`config.mk`:
```
export PLATFORM = sky130hd
export DESIGN_NAME = inference_sequencer_flat
export DESIGN_NICKNAME = d
export VERILOG_FILES = /design/src/rtl/inference_sequencer_if.sv /design/src/rtl/inference_sequencer.sv /design/src/flat_wrapper.sv
export SDC_FILE = /design/constraint.sdc
export NUM_CORES = 1
export LEC_CHECK = 0
export ABC_AREA = 0
export BUFFER_PORTS_ARGS = -buffer_cell sky130_fd_sc_hd__buf_2
export CAP_MARGIN = 0
export CORE_UTILIZATION = 47
export CTS_CLUSTER_SIZE = 12
export DETAILED_ROUTE_END_ITERATION = 10
export HOLD_SLACK_MARGIN = 0.1
export PLACE_DENSITY = 0.75
export SYNTH_ARGS = -nofsm -noshare
export SYNTH_HDL_FRONTEND = slang
export SYNTH_SLANG_ARGS = --single-unit
export TNS_END_PERCENT = 30
```
`constraint.sdc`:
```
create_clock -name clk -period 1.8 [get_ports clk]
set_input_delay 0.27 -clock clk [delete_from_list [all_inputs] [get_ports clk]]
set_output_delay 0.27 -clock clk [all_outputs]
set_load 0.02 [all_outputs]
```
`src/rtl/inference_sequencer_if.sv`:
```
// inference_sequencer_if: stream, stage-strobe and status signals of the inference sequencer
interface inference_sequencer_if #(
  parameter int PACKETS_NUM = 13,
  parameter int COUNT_WIDTH = 32
);
  logic s_valid;
  logic s_last;
  logic s_ready;
  logic [PACKETS_NUM-1:0] pkt_valid;
  logic adder_start;
  logic adder_done;
  logic argmax_en;
  logic m_valid;
  logic m_last;
  logic m_ready;
  logic busy;
  logic [COUNT_WIDTH-1:0] inference_count;
  logic timeout_err;
  modport master (
    output s_valid, s_last, adder_done, m_ready,
    input  s_ready, pkt_valid, adder_start, argmax_en, m_valid, m_last, busy, inference_count, timeout_err
  );
  modport slave (
    input  s_valid, s_last, adder_done, m_ready,
    output s_ready, pkt_valid, adder_start, argmax_en, m_valid, m_last, busy, inference_count, timeout_err
  );
endinterface

```
`src/rtl/inference_sequencer.sv`:
```
// inference_sequencer: load/add/argmax/out control FSM; SEQ_WATCHDOG_EN adds an adder timeout
module inference_sequencer #(
  parameter int PACKETS_NUM    = 13,
  parameter int COUNT_WIDTH    = 32,
  parameter int TIMEOUT_CYCLES = 256
) (
  input logic clk,
  input logic rst,
  inference_sequencer_if.slave bus
);
  localparam int IW = PACKETS_NUM > 1 ? $clog2(PACKETS_NUM) : 1;
  typedef enum logic [1:0] {LOAD, ADD, ARGMAX, OUT} state_t;
  state_t state, state_n;
  logic [IW-1:0] pkt_idx;
  logic [PACKETS_NUM-1:0] pkt_valid_q;
  logic [COUNT_WIDTH-1:0] count_q;
  logic last_pending, adder_start_q, hs, final_beat, done_ok, out_hs, wd_expire;
  if (PACKETS_NUM < 2 || TIMEOUT_CYCLES < 1) begin : g_bad_cfg
    $error("inference_sequencer: PACKETS_NUM must be >= 2 and TIMEOUT_CYCLES >= 1");
  end
  assign hs = bus.s_valid && state == LOAD;
  assign final_beat = pkt_idx == IW'(PACKETS_NUM - 1);
  assign done_ok = state == ADD && bus.adder_done && !adder_start_q;
  assign out_hs = state == OUT && bus.m_ready;
`ifdef SEQ_WATCHDOG_EN
  localparam int WW = $clog2(TIMEOUT_CYCLES + 1);
  logic [WW-1:0] wd_cnt;
  logic timeout_q;
  assign wd_expire = state == ADD && !done_ok && wd_cnt == WW'(TIMEOUT_CYCLES - 1);
  // watchdog counts ADD cycles and latches a sticky timeout when the adder never answers
  always_ff @(posedge clk) begin
    wd_cnt <= rst || state != ADD ? '0 : wd_cnt + 1'b1;
    timeout_q <= rst ? 1'b0 : timeout_q || wd_expire;
  end
  assign bus.timeout_err = timeout_q;
`else
  assign wd_expire = 1'b0;
  assign bus.timeout_err = 1'b0;
`endif
  // state register
  always_ff @(posedge clk) begin
    state <= rst ? LOAD : state_n;
  end
  // next state: adder_done only counts in ADD after the start cycle
  always_comb begin
    state_n = state;
    case (state)
      LOAD:    state_n = hs && final_beat ? ADD : LOAD;
      ADD:     state_n = done_ok || wd_expire ? ARGMAX : ADD;
      ARGMAX:  state_n = OUT;
      OUT:     state_n = bus.m_ready ? LOAD : OUT;
      default: state_n = LOAD;
    endcase
  end
  // beat index, stage strobes, end-of-stream tracking and result counter
  always_ff @(posedge clk) begin
    if (rst) begin
      pkt_idx <= '0;
      pkt_valid_q <= '0;
      adder_start_q <= 1'b0;
      last_pending <= 1'b0;
      count_q <= '0;
    end else begin
      pkt_valid_q <= hs ? PACKETS_NUM'(1) << pkt_idx : '0;
      adder_start_q <= hs && final_beat;
      if (hs) pkt_idx <= final_beat ? '0 : pkt_idx + 1'b1;
      last_pending <= (hs && bus.s_last) || (last_pending && !out_hs);
      if (out_hs) count_q <= count_q + 1'b1;
    end
  end
  assign bus.s_ready = state == LOAD;
  assign bus.pkt_valid = pkt_valid_q;
  assign bus.adder_start = adder_start_q;
  assign bus.argmax_en = state == ARGMAX;
  assign bus.m_valid = state == OUT;
  assign bus.m_last = state == OUT && last_pending;
  assign bus.busy = !(state == LOAD && pkt_idx == '0);
  assign bus.inference_count = count_q;
endmodule

```
`src/flat_wrapper.sv`:
```
// flat-port wrapper written by rule: the top's interface ports become plain ports
module inference_sequencer_flat 
#(
  parameter int PACKETS_NUM    = 13,
  parameter int COUNT_WIDTH    = 32,
  parameter int TIMEOUT_CYCLES = 256
)
  (clk, rst, bus_s_valid, bus_s_last, bus_adder_done, bus_m_ready, bus_s_ready, bus_pkt_valid, bus_adder_start, bus_argmax_en, bus_m_valid, bus_m_last, bus_busy, bus_inference_count, bus_timeout_err);
  inference_sequencer_if #(.PACKETS_NUM(PACKETS_NUM), .COUNT_WIDTH(COUNT_WIDTH)) bus_i ();
  input logic clk;
  input logic rst;
  input wire logic [$bits(bus_i.s_valid)-1:0] bus_s_valid;
  input wire logic [$bits(bus_i.s_last)-1:0] bus_s_last;
  input wire logic [$bits(bus_i.adder_done)-1:0] bus_adder_done;
  input wire logic [$bits(bus_i.m_ready)-1:0] bus_m_ready;
  output wire logic [$bits(bus_i.s_ready)-1:0] bus_s_ready;
  output wire logic [$bits(bus_i.pkt_valid)-1:0] bus_pkt_valid;
  output wire logic [$bits(bus_i.adder_start)-1:0] bus_adder_start;
  output wire logic [$bits(bus_i.argmax_en)-1:0] bus_argmax_en;
  output wire logic [$bits(bus_i.m_valid)-1:0] bus_m_valid;
  output wire logic [$bits(bus_i.m_last)-1:0] bus_m_last;
  output wire logic [$bits(bus_i.busy)-1:0] bus_busy;
  output wire logic [$bits(bus_i.inference_count)-1:0] bus_inference_count;
  output wire logic [$bits(bus_i.timeout_err)-1:0] bus_timeout_err;
  assign bus_i.s_valid = bus_s_valid;
  assign bus_i.s_last = bus_s_last;
  assign bus_i.adder_done = bus_adder_done;
  assign bus_i.m_ready = bus_m_ready;
  assign bus_s_ready = bus_i.s_ready;
  assign bus_pkt_valid = bus_i.pkt_valid;
  assign bus_adder_start = bus_i.adder_start;
  assign bus_argmax_en = bus_i.argmax_en;
  assign bus_m_valid = bus_i.m_valid;
  assign bus_m_last = bus_i.m_last;
  assign bus_busy = bus_i.busy;
  assign bus_inference_count = bus_i.inference_count;
  assign bus_timeout_err = bus_i.timeout_err;
  inference_sequencer #(.PACKETS_NUM(PACKETS_NUM), .COUNT_WIDTH(COUNT_WIDTH), .TIMEOUT_CYCLES(TIMEOUT_CYCLES)) u_core (.clk(clk), .rst(rst), .bus(bus_i));
endmodule
```
==> flow_summary_export.csv <==
group,metric,value,unit
floorplan,start_util,49.1,%
logic_synthesis,syn_nets,282,
final_layout,utilization,66.5,%
placed_design,place_inst,412,
timing,drv_slew,0,
floorplan,core_area,4750,um2
worst_hold_path,hp-class,"primary input to flip-flop",
grt,grt_usage,21.1,%
timing,setup_viol,16,
grt,grt_first_pass_wirelength,8.80,mm
drt,via_count,2303,
setup_path,cp-start-kind,"flip-flop",
timing,period_share,105,%
power_and_ir_drop,p_clk_share,35.6,%
logic_synthesis,synth-main-ff-cell,"dfxtp_1",
floorplan,die_h,72.4,um
placed_design,port-buffer-count,56,
timing,rsz0062_at_grt,"yes",
setup_path,crit_start,"u_core.bus.inference_count[10]$_SDFFE_PP0P_",
setup_path,critical_path_class,"flip-flop to flip-flop",
cts,clk-insertion-delay-late,0.30,ns
grt,grt_pass1_vias,1973,
logic_synthesis,syn_inst,270,
drt,drt_iter0_drc,104,
worst_hold_path,holdPathStages,3,
final_layout,fin_cells,421,
cts,cts.sinks,53,
flow_run,maxCapViolations,0,
timing,fmax,531,MHz
timing,tightest_slew,0.551,ns
setup_path,r2r_end,"u_core.bus.inference_count[23]$_SDFFE_PP0P_",
grt,grt_max_degree,30,
logic_synthesis,synth_seq_cells,53,
status,outcome,"finished with violations",
setup_path,r2r_slack,-0.08,ns
final_layout,drive_above_1_share,39.0,%
logic_synthesis,ys_types,37,
timing,finalHoldViolCount,0,
cts,cts_buffers,5,
final_layout,num_antenna_cells,0,
floorplan,io_pins,58,
drt,post-route-drc-count,0,
floorplan,num_rows,25,
timing,maxSlewHeadroom,63.3,%
placed_design,dp_hpwl,3.84,mm
setup_path,cp_max_fo,17,
power_and_ir_drop,leakagePower,0.00136,uW
floorplan,die_w,72.4,um
drt,wire_per_inst,12.9,um
timing,fin_ws,-0.0833,ns
grt,overflow,0,
final_layout,synthToLayoutAreaGrowth,35.5,%
drt,final_antenna_net_count,0,
logic_synthesis,yosys_warnings,0,
power_and_ir_drop,swShare,24.4,%
setup_path,reg2reg_depth,5,
setup_path,crit_path_end,"u_core.bus.inference_count[23]$_SDFFE_PP0P_",
cts,cts_max_path_buffers,2,
status,violations,"negative setup slack",
cts,cts_tree,"done",
timing,clock-skew-final,0.00532,ns
drt,firstDrtPassIters,4,
setup_path,critPathRequiredTime,2.05,ns
logic_synthesis,synth_edf_count,0,
setup_path,crit_arrival,2.13,ns
power_and_ir_drop,p_per_area,617,nW/um2
placed_design,gp_congestion,0.809,
setup_path,endpoint_kind,"flip-flop",
cts,path_clk_slew,0.10,ns
setup_path,r2r-start,"u_core.bus.inference_count[10]$_SDFFE_PP0P_",
power_and_ir_drop,p_int,1480,uW
floorplan,dieArea,5250,um2
power_and_ir_drop,ir_worst_vdd,0.351,mV
logic_synthesis,async_reset_ff_share,0,%
timing,period_minus_slack,1.88,ns
drt,vias_per_cell,5.47,
cts,cts-root-buf,"clkbuf_8",
final_layout,nets,365,
logic_synthesis,seq_area_frac_synth,45.5,%
logic_synthesis,avgSynthCellArea,8.64,um2
drt,routed_wl,5.45,mm
cts,htreeDepth,2,
power_and_ir_drop,pwr-share-seq,60.0,%
power_and_ir_drop,combPwrFrac,4.4,%
power_and_ir_drop,power.switching,476,uW
grt,antenna_found_initial,0,
logic_synthesis,synth_area,2330,um2
[area by class of cell]
cell class                 count  area, um2
clock buffer                   5       68.8
clock inverter                 3       23.8
fill                         407       1590
inverter                      10       37.5
multi-input combinational    192       1250
sequential                    53       1110
tap                           67       83.8
timing repair buffer          91        581
[logic make-up (layout without fill, tap and decap cells)]
logic type                 after synthesis  after routing  synth area share, %
other                                    1              1                0.161
xor gates and xnor gates                 8              8                 3.00
buffers and inverters                   25            109                 4.56
adders and majority gates                6              6                 3.22
AOI/OAI and AO/OA                       47             47                 12.2
muxes                                    6              6                 2.79
and+or+nand+nor                        124            124                 28.6
DFF                                     53             53                 45.5
[routing by layer]
layer | vias to the layer above | track usage, % | wire [um]
met5 | - | 0 | 0
met4 | 0 | 6.32 | 47
met3 | 5 | 4.17 | 228
met2 | 58 | 36.8 | 2760
met1 | 1095 | 26.4 | 2410
li1 | 1145 | - | -
[registers in the layout, summed over array words and instances, names as in the netlist]
register and flops:
u_core.bus.pkt_valid 13, u_core.state 2, u_core.bus.adder_start 1, u_core.bus.inference_count 32, u_core.last_pending 1, u_core.pkt_idx 4
[placed cells by master (no fill, tap or decap), types with 2 or more instances in the layout]
| master | synthesis | layout |
|---|---|---|
| nor3_1 | 5 | 5 |
| buf_2 | 1 | 56 |
| a21oi_1 | 23 | 19 |
| and3_1 | 8 | 8 |
| xor2_1 | 2 | 2 |
| nand2_1 | 18 | 17 |
| or4_1 | 16 | 14 |
| dfxtp_2 | 0 | 7 |
| o31ai_1 | 15 | 12 |
| mux2i_1 | 2 | 2 |
| nor2_1 | 30 | 30 |
| o21ai_0 | 4 | 4 |
| dfxtp_4 | 0 | 11 |
| nand3_1 | 13 | 13 |
| inv_1 | 10 | 10 |
| or4_4 | 0 | 2 |
| and4_1 | 2 | 2 |
| nand4_1 | 7 | 7 |
| o31ai_2 | 0 | 3 |
| nor4_1 | 5 | 4 |
| a21oi_2 | 0 | 4 |
| clkbuf_8 | 0 | 5 |
| xnor2_1 | 6 | 6 |
| and2_1 | 2 | 2 |
| dfxtp_1 | 53 | 35 |
| buf_4 | 1 | 33 |
| or3_1 | 9 | 7 |
| ha_1 | 6 | 5 |
| nor2b_1 | 6 | 6 |
| mux2_2 | 3 | 3 |
| or3_4 | 0 | 2 |
[critical path, stage by stage, from the launching register on]
cell     delay, ns
dfxtp_2       0.34
nand4_1       0.13
or4_4         0.57
buf_12        0.17
or4_1         0.47
a21oi_1       0.15
[worst min path at each step]
stage,start,end,slack (ns)
2_1_floorplan,bus_adder_done,u_core.state[1]$_SDFF_PP0_,0.43
3_3_place_gp,u_core.last_pending$_SDFF_PP0_,u_core.last_pending$_SDFF_PP0_,0.47
3_5_place_dp,u_core.last_pending$_SDFF_PP0_,u_core.last_pending$_SDFF_PP0_,0.47
4_1_cts,bus_s_last,u_core.last_pending$_SDFF_PP0_,0.21
5_1_grt,bus_s_last,u_core.last_pending$_SDFF_PP0_,0.23
6_report,bus_s_last,u_core.last_pending$_SDFF_PP0_,0.23
[cells in the mapped netlist, types with 2 or more instances]
cell type	number	area share [%]
inv_1	10	1.6
and2_1	2	0.54
mux2i_1	2	0.86
nor4_1	5	1.3
nand3_1	13	2.8
nand4_1	7	1.9
o21ai_0	4	0.86
or4_1	16	5.2
xor2_1	2	0.75
nor3_1	5	1.1
or3_1	9	2.4
buf_1	2	0.32
and4_1	2	0.75
nor2_1	30	4.8
ha_1	6	3.2
o31ai_1	15	4.8
a21oi_1	23	4.9
dfxtp_1	53	45
xnor2_1	6	2.3
nand2_1	18	2.9
nor2b_1	6	1.6
mux2_2	3	1.4
and3_1	8	2.1
clkbuf_1	10	1.6
[power by group through the flow]
stage,combinational [uW],clock [uW],sequential [uW]
after floorplan,54.6,0,1200
after global placement,81.8,0,1200
after detailed placement,85.1,0,1200
after CTS,85.5,712,1170
after global routing,94.7,756,1170
final,86.0,694,1170
[metrics by stage]
stage          area [um2]  total power [uW]  setup slack [ns]  TNS (ns)  hold slack (ns)
6_report             3160              1950           -0.0833    -0.873            0.225
5_1_grt              3160              2020            -0.134     -1.79            0.228
3_3_place_gp         2960              1280            -0.109    -0.834            0.467
4_1_cts              3120              1970           -0.0718    -0.581            0.211
3_5_place_dp         2960              1280            -0.157     -1.41            0.473
2_1_floorplan        2430              1250           -0.0977    -0.499            0.427
[what timing repair did]
| action | CTS | global route |
|---|---|---|
| resized for setup | 7 | 12 |
| hold buffers | 0 | 0 |
| pin swaps | 4 | 7 |
| setup buffers | 0 | 0 |
| gates cloned | 1 | 0 |
| endpoints found under the setup margin | 16 | 19 |
(Power assumes the default switching activity.)
